## config.mk

```make
export PLATFORM = sky130hd
export DESIGN_NAME = gfx_cmd_tx_flat
export DESIGN_NICKNAME = d
export VERILOG_FILES = /design/src/rtl/gfx_cmd_pkg.sv /design/src/rtl/gfx_cmd_tx_if.sv /design/src/rtl/gfx_cmd_tx_line_normalizer.sv /design/src/rtl/gfx_cmd_tx.sv /design/src/flat_wrapper.sv
export SDC_FILE = /design/constraint.sdc
export NUM_CORES = 1
export LEC_CHECK = 0
export CAP_MARGIN = 20
export CORE_UTILIZATION = 55
export DETAILED_ROUTE_END_ITERATION = 12
export GPL_ROUTABILITY_DRIVEN = 0
export PLACE_DENSITY_LB_ADDON = 0.05
export SKIP_CTS_REPAIR_TIMING = 1
export SLEW_MARGIN = 40
export SYNTH_ARGS = -nofsm -noshare
export SYNTH_HDL_FRONTEND = slang
export SYNTH_SLANG_ARGS = --single-unit
```

## constraint.sdc

```tcl
create_clock -name clk -period 6.7 [get_ports clk]
set_clock_uncertainty 0.05 [all_clocks]
set_input_delay 1.34 -clock clk [delete_from_list [all_inputs] [get_ports clk]]
set_output_delay 1.34 -clock clk [all_outputs]
set_load 0.005 [all_outputs]
```

## src/rtl/gfx_cmd_pkg.sv

```systemverilog
// gfx_cmd_pkg: opcodes, sequence lengths and FSM states for the graphics command transmitter
package gfx_cmd_pkg;
  localparam logic [7:0] OP_POINT  = 8'h50;
  localparam logic [7:0] OP_LINE   = 8'h4C;
  localparam int         POINT_LEN = 4;
  localparam int         LINE_LEN  = 13;
  localparam int         LINE_FILL = 5;
  typedef enum logic [1:0] {S_IDLE, S_SEND, S_GAP, S_ERR} state_t;
endpackage

```

## src/rtl/gfx_cmd_tx_if.sv

```systemverilog
// gfx_cmd_tx_if: request handshake and CCU byte stream of the command transmitter
interface gfx_cmd_tx_if;
  logic       req_valid;
  logic       req_ready;
  logic       req_op;
  logic [7:0] x0;
  logic [7:0] y0;
  logic [7:0] x1;
  logic [7:0] y1;
  logic [7:0] colour;
  logic [7:0] cmd;
  logic       cmd_valid;
  logic       req_err;
  logic       busy;
  modport master (
    output req_valid, req_op, x0, y0, x1, y1, colour,
    input  req_ready, cmd, cmd_valid, req_err, busy
  );
  modport slave (
    input  req_valid, req_op, x0, y0, x1, y1, colour,
    output req_ready, cmd, cmd_valid, req_err, busy
  );
endinterface

```

## src/rtl/gfx_cmd_tx_line_normalizer.sv

```systemverilog
// line_normalizer: orders line endpoints by x and flags octants the CCU line loop supports
module line_normalizer (
  input  logic [7:0] x0,
  input  logic [7:0] y0,
  input  logic [7:0] x1,
  input  logic [7:0] y1,
  output logic [7:0] xs,
  output logic [7:0] ys,
  output logic [7:0] xe,
  output logic [7:0] ye,
  output logic       ok
);
  logic              swap;
  logic signed [8:0] dx;
  logic signed [8:0] dy;
  always_comb begin
    swap = x1 < x0;
    xs   = swap ? x1 : x0;
    ys   = swap ? y1 : y0;
    xe   = swap ? x0 : x1;
    ye   = swap ? y0 : y1;
    dx   = $signed({1'b0, xe}) - $signed({1'b0, xs});
    dy   = $signed({1'b0, ye}) - $signed({1'b0, ys});
    ok   = !dy[8] && (dy <= dx);
  end
endmodule

```

## src/rtl/gfx_cmd_tx.sv

```systemverilog
// gfx_cmd_tx: serialises point/line requests into the CCU cmd byte stream with a post-command gap
module gfx_cmd_tx
  import gfx_cmd_pkg::*;
#(
  parameter int         GAP_CYCLES = 16,
  parameter logic [7:0] FILL_BYTE  = 8'h00
) (
  input logic         clk,
  input logic         rst_n,
  gfx_cmd_tx_if.slave bus
);
  state_t     state_q, state_d;
  logic [3:0] cnt_q, cnt_d;
  logic [7:0] gap_q, gap_d;
  logic       op_q, op_d;
  logic [7:0] a_q, a_d, b_q, b_d, c_q, c_d, d_q, d_d, col_q, col_d;
  logic [7:0] n_xs, n_ys, n_xe, n_ye;
  logic       n_ok;
  logic [3:0] last;
  logic [7:0] byte_v;

  line_normalizer u_norm (
    .x0(bus.x0), .y0(bus.y0), .x1(bus.x1), .y1(bus.y1),
    .xs(n_xs), .ys(n_ys), .xe(n_xe), .ye(n_ye), .ok(n_ok)
  );

  always_comb begin
    state_d = state_q;
    cnt_d   = cnt_q;
    gap_d   = gap_q;
    op_d    = op_q;
    a_d     = a_q;
    b_d     = b_q;
    c_d     = c_q;
    d_d     = d_q;
    col_d   = col_q;
    last    = op_q ? 4'(LINE_LEN - 1) : 4'(POINT_LEN - 1);
    case (state_q)
      S_IDLE: if (bus.req_valid) begin
        op_d    = bus.req_op;
        a_d     = bus.req_op ? n_xs : bus.x0;
        b_d     = bus.req_op ? n_ys : bus.y0;
        c_d     = n_xe;
        d_d     = n_ye;
        col_d   = bus.colour;
        cnt_d   = 4'd0;
        state_d = (bus.req_op && !n_ok) ? S_ERR : S_SEND;
      end
      S_SEND: begin
        cnt_d   = cnt_q + 4'd1;
        gap_d   = 8'(GAP_CYCLES);
        state_d = (cnt_q != last) ? S_SEND : (GAP_CYCLES == 0) ? S_IDLE : S_GAP;
      end
      S_GAP: begin
        gap_d   = gap_q - 8'd1;
        state_d = (gap_q <= 8'd1) ? S_IDLE : S_GAP;
      end
      default: state_d = S_IDLE;
    endcase
  end

  // Line tail repeats the start point so the CCU can reseed its loop after the filler bytes
  always_comb begin
    byte_v = FILL_BYTE;
    if (op_q)
      case (cnt_q)
        4'd0:        byte_v = OP_LINE;
        4'd1, 4'd11: byte_v = a_q;
        4'd2, 4'd12: byte_v = b_q;
        4'd3:        byte_v = c_q;
        4'd4:        byte_v = d_q;
        4'd5:        byte_v = col_q;
        default:     byte_v = FILL_BYTE;
      endcase
    else
      case (cnt_q)
        4'd0:    byte_v = OP_POINT;
        4'd1:    byte_v = a_q;
        4'd2:    byte_v = b_q;
        4'd3:    byte_v = col_q;
        default: byte_v = FILL_BYTE;
      endcase
  end

  always_ff @(posedge clk or negedge rst_n)
    if (!rst_n) begin
      state_q <= S_IDLE;
      cnt_q   <= '0;
      gap_q   <= '0;
      op_q    <= 1'b0;
      a_q     <= '0;
      b_q     <= '0;
      c_q     <= '0;
      d_q     <= '0;
      col_q   <= '0;
    end else begin
      state_q <= state_d;
      cnt_q   <= cnt_d;
      gap_q   <= gap_d;
      op_q    <= op_d;
      a_q     <= a_d;
      b_q     <= b_d;
      c_q     <= c_d;
      d_q     <= d_d;
      col_q   <= col_d;
    end

  assign bus.req_ready = state_q == S_IDLE;
  assign bus.busy      = state_q != S_IDLE;
  assign bus.req_err   = state_q == S_ERR;
  assign bus.cmd_valid = state_q == S_SEND;
  assign bus.cmd       = (state_q == S_SEND) ? byte_v : FILL_BYTE;
endmodule

```

## src/flat_wrapper.sv

```systemverilog
// flat-port wrapper written by rule: the top's interface ports become plain ports
module gfx_cmd_tx_flat import gfx_cmd_pkg::*;
#(
  parameter int         GAP_CYCLES = 16,
  parameter logic [7:0] FILL_BYTE  = 8'h00
)
  (clk, rst_n, bus_req_valid, bus_req_op, bus_x0, bus_y0, bus_x1, bus_y1, bus_colour, bus_req_ready, bus_cmd, bus_cmd_valid, bus_req_err, bus_busy);
  gfx_cmd_tx_if bus_i ();
  input logic clk;
  input logic rst_n;
  input wire logic [$bits(bus_i.req_valid)-1:0] bus_req_valid;
  input wire logic [$bits(bus_i.req_op)-1:0] bus_req_op;
  input wire logic [$bits(bus_i.x0)-1:0] bus_x0;
  input wire logic [$bits(bus_i.y0)-1:0] bus_y0;
  input wire logic [$bits(bus_i.x1)-1:0] bus_x1;
  input wire logic [$bits(bus_i.y1)-1:0] bus_y1;
  input wire logic [$bits(bus_i.colour)-1:0] bus_colour;
  output wire logic [$bits(bus_i.req_ready)-1:0] bus_req_ready;
  output wire logic [$bits(bus_i.cmd)-1:0] bus_cmd;
  output wire logic [$bits(bus_i.cmd_valid)-1:0] bus_cmd_valid;
  output wire logic [$bits(bus_i.req_err)-1:0] bus_req_err;
  output wire logic [$bits(bus_i.busy)-1:0] bus_busy;
  assign bus_i.req_valid = bus_req_valid;
  assign bus_i.req_op = bus_req_op;
  assign bus_i.x0 = bus_x0;
  assign bus_i.y0 = bus_y0;
  assign bus_i.x1 = bus_x1;
  assign bus_i.y1 = bus_y1;
  assign bus_i.colour = bus_colour;
  assign bus_req_ready = bus_i.req_ready;
  assign bus_cmd = bus_i.cmd;
  assign bus_cmd_valid = bus_i.cmd_valid;
  assign bus_req_err = bus_i.req_err;
  assign bus_busy = bus_i.busy;
  gfx_cmd_tx #(.GAP_CYCLES(GAP_CYCLES), .FILL_BYTE(FILL_BYTE)) u_core (.clk(clk), .rst_n(rst_n), .bus(bus_i));
endmodule
```

[After elaboration in Yosys (flattened, before gate mapping)]
Index checks and enable logic that the tools add are counted.
W data, S select, Z words.
Word-level totals
  flip-flop bits (word level): 55
  word-level logic and storage cells: 60
Cells by class
  add/subtract/negate cells: 4
  $lt $le $gt $ge: 3
  eq/ne operators: 12
  mux-type cells: 19
  reduce and logical (&&, ||, !) cells: 13
Operators with widths (number)
  $mux W8: 8
  $pmux W8 S6: 1
  $pmux W8 S4: 1
  $sub A8 B8 Y9: 2
  $pmux W8 S2: 1
  $le A9 B9 Y1: 1
  $eq A4 B2 Y1 const B: 2
  $eq A4 B3 Y1 const B: 2
  $eq A4 B4 Y1 const B: 2
  $le A8 B1 Y1 const B: 1
  $lt A8 B8 Y1: 1
  $mux W2: 4
  $mux W4: 2
  $pmux W4 S2: 1
  $sub A8 B1 Y8 const B: 1
  $pmux W2 S3: 1
  $reduce_bool A2 Y1: 3
  $add A4 B1 Y4 const B: 1
  $eq A2 B2 Y1 const B: 2
  $eq A4 B1 Y1 const B: 1
  $logic_not A4 Y1: 1
  $ne A4 B4 Y1: 1
  $reduce_and A2 Y1: 2
  $reduce_or A2 Y1: 2
  5 further kinds: 7

[Logic depth before layout (Yosys ltp)]
Gate-level depths: netlist (run 1).
  word-level depth: 10
  depth in mapped cells: 21
  gate-level depth less buffers: 20

[Modules after synthesis]
A second synthesis (run 1) with hierarchy kept.
Unflattened totals
  cell total of the unflattened synthesis: 585
  area, all modules: 4758.3 um2
By module, submodules not included
  gfx_cmd_tx: times used 1, cells an instance 313, area an instance 3074.2 um2, seq. area each 1376.3 um2
  line_normalizer: times used 1, cells an instance 272, area an instance 1684.1 um2, seq. area each 0.0 um2

[Worst setup path after synthesis (run 1)]
OpenSTA, ideal clock, no wires.
  kind: input port to flip-flop
  start: input port bus_x0[7]
  end: register u_core.state_q[1]
  setup time: 0.128 ns
  arrival time: 5.017 ns
  data required time: 6.522 ns
  setup slack: 1.505 ns
  stages on the path: 21
  cell sequence: inv_1 > ha_1 > and2_1 > buf_6 > a221o_1 > buf_6 > nor4b_4 > nor2_1 > ha_1 > o31ai_1 > nand2_1 > maj3_1 > mux2i_1 > a32oi_1 > xor2_1 > ha_1 > a21boi_0 > o21ai_0 > a21oi_1 > a211oi_1 > o21ai_0
On the way
  cells in the longest elaborated chain, start to end: 10
  elaborated cells on any way between the ends: 15
Ends and longest elaborated chain
  from (decl): line flat_wrapper.sv:13  | input wire logic [$bits(bus_i.x0)-1:0] bus_x0;
  $lt A8 B8 Y1: line gfx_cmd_tx_line_normalizer.sv:17  | swap = x1 < x0;
  $mux W8, on equally long branches
  $sub A8 B8 Y9, on equally long branches: line gfx_cmd_tx_line_normalizer.sv:23, gfx_cmd_tx_line_normalizer.sv:22
  $le A9 B9 Y1 or $logic_not A1 Y1 (tied branches): line gfx_cmd_tx_line_normalizer.sv:24  | ok = !dy[8] && (dy <= dx);
  $logic_and A1 B1 Y1 (*): line gfx_cmd_tx_line_normalizer.sv:24
  $logic_not A1 Y1 (*): line gfx_cmd_tx.sv:47  | state_d = (bus.req_op && !n_ok) ? S_ERR : S_SEND;
  $logic_and A1 B1 Y1 (*): line gfx_cmd_tx.sv:47
  $mux W2 (*): line gfx_cmd_tx.sv:47
  $mux W2 (*): line gfx_cmd_tx.sv:39  | S_IDLE: if (bus.req_valid) begin
  $pmux W2 S3 (*): line gfx_cmd_tx.sv:38  | case (state_q)
  to (signal assigned): line gfx_cmd_tx.sv:97  | state_q <= state_d;
  to (decl): line gfx_cmd_tx.sv:12  | state_t state_q, state_d;
Every way passes the cells marked *; elsewhere a longest branch is shown, timed or not. The select of a mux whose other input is x is not followed.
A chain may end at the register's enable or synchronous reset.

[Final worst setup path (run 1)]
Same ends and word-level chain as after synthesis.

==> reports/qor.csv, run 1 <==
stage,metric,value,unit
logic_synthesis,synthesized netlist cell count,576,
setup_path,crit path capture type,register,
clock_tree,clock root buffer,clkbuf_8,
setup_path,critical path arrival,6.02,ns
route,drt drc,0,
sta,worst-margin pin slew,0.6937,ns
sta,Slew headroom,53.75,%
logic_synthesis,Post-synth EDFFs,0,
die,die width,92.59,um
cells_and_area,area grow syn2layout,14.69,%
setup_path,Worst Path Required,6.84,ns
global_routing,GRT Overall Usage,28.52,%
cells_and_area,Antenna Cells,0,
logic_synthesis,Synth Area per Inst,7.835,um2
global_routing,met2 Track Usage GR,47.22,%
power,P per Cell Area,342.1,nW/um2
logic_synthesis,Synthesized Nets,649,
logic_synthesis,"area leader, netlist",dfrtp_1,
route,routed via count,4397,
run_status,outcome,finished clean,
sta,Final Max Tran Viols,0,
clock_tree,clock buffer depth,2,
die,Ports,56,
logic_synthesis,Yosys warning count,0,
die,Initial Utilization,57.51,%
power,worst vdd ir,0.1692,mV
logic_synthesis,synthesized cell area,4513,um2
global_routing,GR Layer Usage met3,2.463,%
placed_design,Detail Placement HPWL,8879,um
setup_path,kind of critical path,in2reg,
global_routing,initial antenna violation count,0,
power,Pwr Total,1.771,mW
setup_path,R2R Setup Slk,4.72,ns
sta,post-route clock period utilization,87.81,%
sta,final setup fails,0,
clock_tree,CTS buffer count,5,
logic_synthesis,ys flop type,dfrtp_1,
run,max-capacitance violation count,0,
logic_synthesis,sequential share of the synthesized area,30.50,%
logic_synthesis,Yosys cell types,64,
sta,Final Hold Viols,0,
sta,achievable clock frequency,170.0,MHz
cells_and_area,nets@finish,681,
die,die span in y,92.59,um
setup_path,Worst setup SP type,primary input,
die,std cell rows,32,
sta,min cycle time layout,5.884,ns
placed_design,Post-Place Setup Slack,0.5287,ns
sta,final setup TNS,0,ns
cells_and_area,Fill cells,685,
route,vias per cell,6.193,
route,1st-iter DRT viols,285,
sta,RSZ-0062 raised after global routing,no,
global_routing,met1 Track Usage GR,39.34,%
die,full die area,8572,um2
logic_synthesis,number of synthesized register bits,55,
logic_synthesis,Post-synth ARST share,100.0,%
setup_path,Crit Path Max Fanout,9,
logic_synthesis,Synth top area share,30.50,%
global_routing,largest net degree at the start of global routing,56,
route,Routed Antenna Nets,0,
hold_path,WHS Path Cells,2,
die,Core Box Area,7848,um2
global_routing,number of global-route vias before repair,4031,
placed_design,IO Port Bufs,55,
sta,min setup slack post-route,0.8164,ns
clock_tree,Clock Sinks,55,
route,first-pass iteration count of the detailed router,5,
clock_tree,clock transition at the registers of the reported paths,0.10,ns
setup_path,R2R depth,4,
route,WL per Instance,16.90,um
global_routing,global-route wire length before repair,19440,um
clock_tree,H-tree depth,2,
global_routing,GRT Max-Usage Layer,met2,
global_routing,Overflow after GRT,0,
logic_synthesis,largest cells by area after synthesis,"dfrtp_1 30%, ha_1 8.0%, nand2_1 7.8%",
hold_path,Hold WC Path Type,reg2reg,
route,Routed WL,12000,um
clock_tree,CTS tree,built,
power,leakage power,2.238,nW
cells_and_area,share of layout cells above drive strength 1,4.770,%
clock_tree,Clock Latency Late Sink,0.31,ns
==> Yosys cell counts, types with 3 or more instances <==
cell      instances
xor2_1            6
a22oi_1          17
a21o_1            4
nor2_1           47
nand2_1          94
inv_1            27
o21ai_0          57
o211ai_1          6
mux2i_1          16
a222oi_1          6
clkbuf_1         27
nor2b_1          13
a22o_1            7
buf_2             3
maj3_1            5
ha_1             29
a21oi_1          25
nand4_1           5
nand2b_1          5
o31ai_1           6
xnor2_1          11
a31oi_1          20
a211oi_1          8
nand3_1          16
dfrtp_1          55
nor3_1           10
or2_2             6
==> path summary, 6_finish.rpt <==
path / start / end
hold / removal: u_core.gap_q[3] / u_core.gap_q[3]
setup / recovery: bus_x0[7] / u_core.state_q[1]
min in group asynchronous: rst_n / u_core.gap_q[4]
hold reg to reg: u_core.gap_q[3] / u_core.gap_q[3]
setup reg to reg: u_core.cnt_q[0] / u_core.cnt_q[2]
max in group asynchronous: rst_n / u_core.col_q[5]
==> per-layer routing <==
| layer | wire, um | share of wire (%) |
|---|---|---|
| met1 | 5425 | 45 |
| met2 | 5480 | 46 |
| met3 | 843 | 7.0 |
| met4 | 248 | 2.1 |
| met5 | 0 | 0 |
==> flip-flops by register name, summed over array words and instances (netlist names) <==
name,count
u_core.a_q,8
u_core.b_q,8
u_core.c_q,8
u_core.cnt_q,4
u_core.col_q,8
u_core.d_q,8
u_core.gap_q,8
u_core.op_q,1
u_core.state_q,2
==> area by class of cell <==
type / count / area (um2) / area share (%)
clock buffer: 5 / 68.82 / 1.329
clock inverter: 2 / 37.54 / 0.7252
inverter: 27 / 101.3 / 1.958
multi-input combinational: 460 / 2889 / 55.81
sequential: 55 / 1376 / 26.59
tap: 102 / 127.6 / 2.466
timing repair buffer: 59 / 575.6 / 11.12
==> cell usage in the layout, fill, tap and decap left out, types with 6 or more instances in the layout <==
master,netlist,routed
or2_2,6,6
a21oi_1,25,25
o31ai_1,6,6
a211oi_1,8,8
a222oi_1,6,6
a22oi_1,17,17
a22o_1,7,7
clkdlybuf4s50_1,0,54
o21ai_0,57,57
nor2_1,47,47
ha_1,29,29
a31oi_1,20,20
nor2b_1,13,13
xor2_1,6,6
nand3_1,16,16
inv_1,27,27
mux2i_1,16,16
o211ai_1,6,6
xnor2_1,11,11
nor3_1,10,10
nand2_1,94,94
dfrtp_1,55,55
==> where the power goes <==
part | internal [mW] | leakage (nW) | switching (mW)
clock | 0.109 | 0.0502 | 0.109
combinational | 0.401 | 1.51 | 0.510
sequential | 0.480 | 0.680 | 0.161
total | 0.991 | 2.24 | 0.780
==> critical path: stages <==
cell and delay (ns):
clkdlybuf4s50_1 0.54, inv_1 0.06, ha_1 0.36, and2_1 0.27, a221o_1 0.48, nor4b_4 0.31
nor2_1 0.08, ha_1 0.24, nor3_1 0.19, o21ai_0 0.11, maj3_1 0.37, mux2i_1 0.25
a32oi_1 0.18, xor2_1 0.19, ha_1 0.32, a21boi_0 0.13, o21ai_0 0.14, a21oi_1 0.08
a211oi_1 0.26, o21ai_0 0.10
==> cells by family (layout without fill, tap and decap cells) <==
group | count (synthesis) | in the layout | share of synthesized area [%]
AND/OR/NAND/NOR | 214 | 214 | 22.04
buffers and inverters | 61 | 93 | 5.489
AO/OA/AOI/OAI | 179 | 179 | 25.98
multiplexers | 16 | 16 | 3.549
adder cells (fa/ha/maj) | 34 | 34 | 9.149
XOR/XNOR | 17 | 17 | 3.299
flip-flops | 55 | 55 | 30.50
==> metrics by stage <==
stage                     cell area (um2)  hold slack, ns  instances  util [%]
after floorplan                      4513          0.3879        576         -
after global placement               5070          0.4031        703     64.60
after detailed placement             5070          0.4087        703     64.60
after CTS                            5176          0.4306        710     65.96
after global routing                 5176          0.4720        710     65.96
final                                5176          0.4260        710     65.96
(Power assumes the default switching activity.)
==> run 2: changes to the inputs <==
- CORE_MARGIN: unset -> 2
- SKIP_CTS_REPAIR_TIMING: 1 -> unset
==> run 2 against run 1 <==
Compared with the run above:
- register-to-register slack worse by 0.21 ns
- cell count increased by 0.70%
- non-clock buffer count increased by 1
- core utilization shrank 1.9 points
- power down 0.88%
- sequential cell count unchanged
==> reports/qor.csv, run 2 (synthesis results as in run 1) <==
stage,metric,value,unit
die,Core Box Area,8093,um2
setup_path,critical path arrival,5.95,ns
setup_path,r2r startpoint,u_core.state_q[1],
clock_tree,cts-stage hold buffer count,0,
run_status,outcome,finished clean,
route,first-pass iteration count of the detailed router,5,
sta,post-route clock period utilization,86.87,%
power,leakage power,2.244,nW
clock_tree,CTS buffer count,5,
cells_and_area,Antenna Cells,0,
cells_and_area,area grow syn2layout,14.80,%
route,Routed WL,12080,um
global_routing,initial antenna violation count,0,
global_routing,largest net degree at the start of global routing,56,
route,1st-iter DRT viols,294,
clock_tree,Clock Sinks,55,
hold_path,WHS Path Cells,2,
route,Routed Antenna Nets,0,
global_routing,Overflow after GRT,0,
hold_path,Hold WC Path Type,reg2reg,
clock_tree,Clock Latency Late Sink,0.31,ns
placed_design,IO Port Bufs,55,
route,vias per cell,6.099,
die,die span in y,94.59,um
route,WL per Instance,16.90,um
setup_path,reg2reg end,u_core.cnt_q[3],
setup_path,Crit Path Max Fanout,9,
route,routed via count,4361,
hold_path,Hold Path End,u_core.gap_q[3],
global_routing,global-route wire length before repair,19730,um
die,full die area,8946,um2
clock_tree,clock root buffer,clkbuf_8,
clock_tree,setup bufs post-CTS,0,
global_routing,number of global-route vias before repair,3967,
global_routing,GRT Overall Usage,27.87,%
setup_path,crit path capture type,register,
die,die width,94.59,um
placed_design,Post-Place Setup Slack,0.5743,ns
cells_and_area,"commonest non-fill, non-tap cell in the layout",nand2_1,
sta,final setup TNS,0,ns
setup_path,kind of critical path,in2reg,
sta,min cycle time layout,5.821,ns
sta,RSZ-0062 raised after global routing,no,
cells_and_area,most frequent cells in the layout,"94 x nand2_1, 57 x o21ai_0, 55 x dfrtp_1",
clock_tree,CTS tree,built,
route,drt drc,0,
sta,Final Hold Viols,0,
placed_design,Detail Placement HPWL,9112,um
sta,Final Max Tran Viols,0,
clock_tree,H-tree depth,2,
sta,min setup slack post-route,0.8794,ns
power,worst vdd ir,0.1224,mV
clock_tree,clock transition at the registers of the reported paths,0.10,ns
die,Initial Utilization,55.77,%
die,Ports,56,
sta,achievable clock frequency,171.8,MHz
run,max-capacitance violation count,0,
setup_path,Worst setup SP type,primary input,
sta,Slew headroom,53.40,%
clock_tree,PostCTS Resize Cnt,0,
setup_path,Worst Path Required,6.83,ns
setup_path,R2R Setup Slk,4.51,ns
die,std cell rows,33,
cells_and_area,nets@finish,682,
sta,final setup fails,0,
setup_path,R2R depth,6,
sta,worst-margin pin slew,0.6990,ns
hold_path,Hold Crit Start,u_core.gap_q[3],
cells_and_area,share of layout cells above drive strength 1,4.918,%
power,P per Cell Area,338.8,nW/um2
clock_tree,clock buffer depth,2,
-- run 2: cell count changes in the layout (fill, tap and decap cells not counted), sizes merged --
cell      before  now
clkinvlp       1    0
bufinv         1    0
clkbuf         5    8
buf            5    6
-- run 2: area by class of cell --
type                            count  area [um2]
Fill cell                         744        2912
Multi-Input combinational cell    460        2889
Sequential cell                    55        1376
Timing Repair Buffer               60       583.1
Tap cell                          105       131.4
Inverter                           27       101.3
Clock buffer                        8       100.1
-- run 2: critical path: stages --
cell	delay [ns]
clkdlybuf4s50_1	0.53
inv_1	0.06
ha_1	0.36
and2_1	0.26
a221o_1	0.47
nor4b_4	0.31
nor2_1	0.09
ha_1	0.23
nor3_1	0.20
o21ai_0	0.11
maj3_1	0.36
mux2i_1	0.23
a32oi_1	0.16
xor2_1	0.19
ha_1	0.32
a21boi_0	0.14
o21ai_0	0.18
a21oi_1	0.09
a211oi_1	0.24
o21ai_0	0.10
-- run 2: worst max path at each step --
stage	from	slack (ns)	cells past startpoint	to
finish	bus_x0[7]	0.88	20	u_core.state_q[1]
global route	bus_x0[7]	0.54	20	u_core.state_q[1]
CTS	bus_x0[7]	0.91	20	u_core.state_q[1]
detailed placement	bus_x0[7]	0.57	20	u_core.state_q[1]
global placement	bus_x0[7]	0.74	20	u_core.state_q[1]
floorplan	bus_x0[7]	1.51	21	u_core.state_q[1]
-- run 2: per-stage QoR --
stage                     cell area [um2]  utilization [%]  instances  total power, mW  hold slack (ns)
final                                5181            64.02        715            1.755           0.4335
after global routing                 5181            64.02        715            1.904           0.5069
after CTS                            5181            64.02        715            1.747           0.4403
after detailed placement             5081            62.79        707            1.547           0.4132
after global placement               5081            62.79        707            1.510           0.4057
after floorplan                      4513                -        576            1.240           0.3879
-- run 2: power by group --
part | internal (mW) | leakage (nW) | total (mW) | switching (mW)
clock network | 0.0946 | 0.0515 | 0.199 | 0.104
logic | 0.401 | 1.51 | 0.912 | 0.511
registers | 0.480 | 0.680 | 0.645 | 0.165
-- run 2: routing by layer --
metal / GRT usage (%) / wire length, um / part of all wire, %
met5: 0 / 0 / 0
met1: 39.33 / 5500 / 46
met4: 6.280 / 140 / 1.2
met2: 47.20 / 5736 / 47
met3: 1.756 / 703 / 5.8
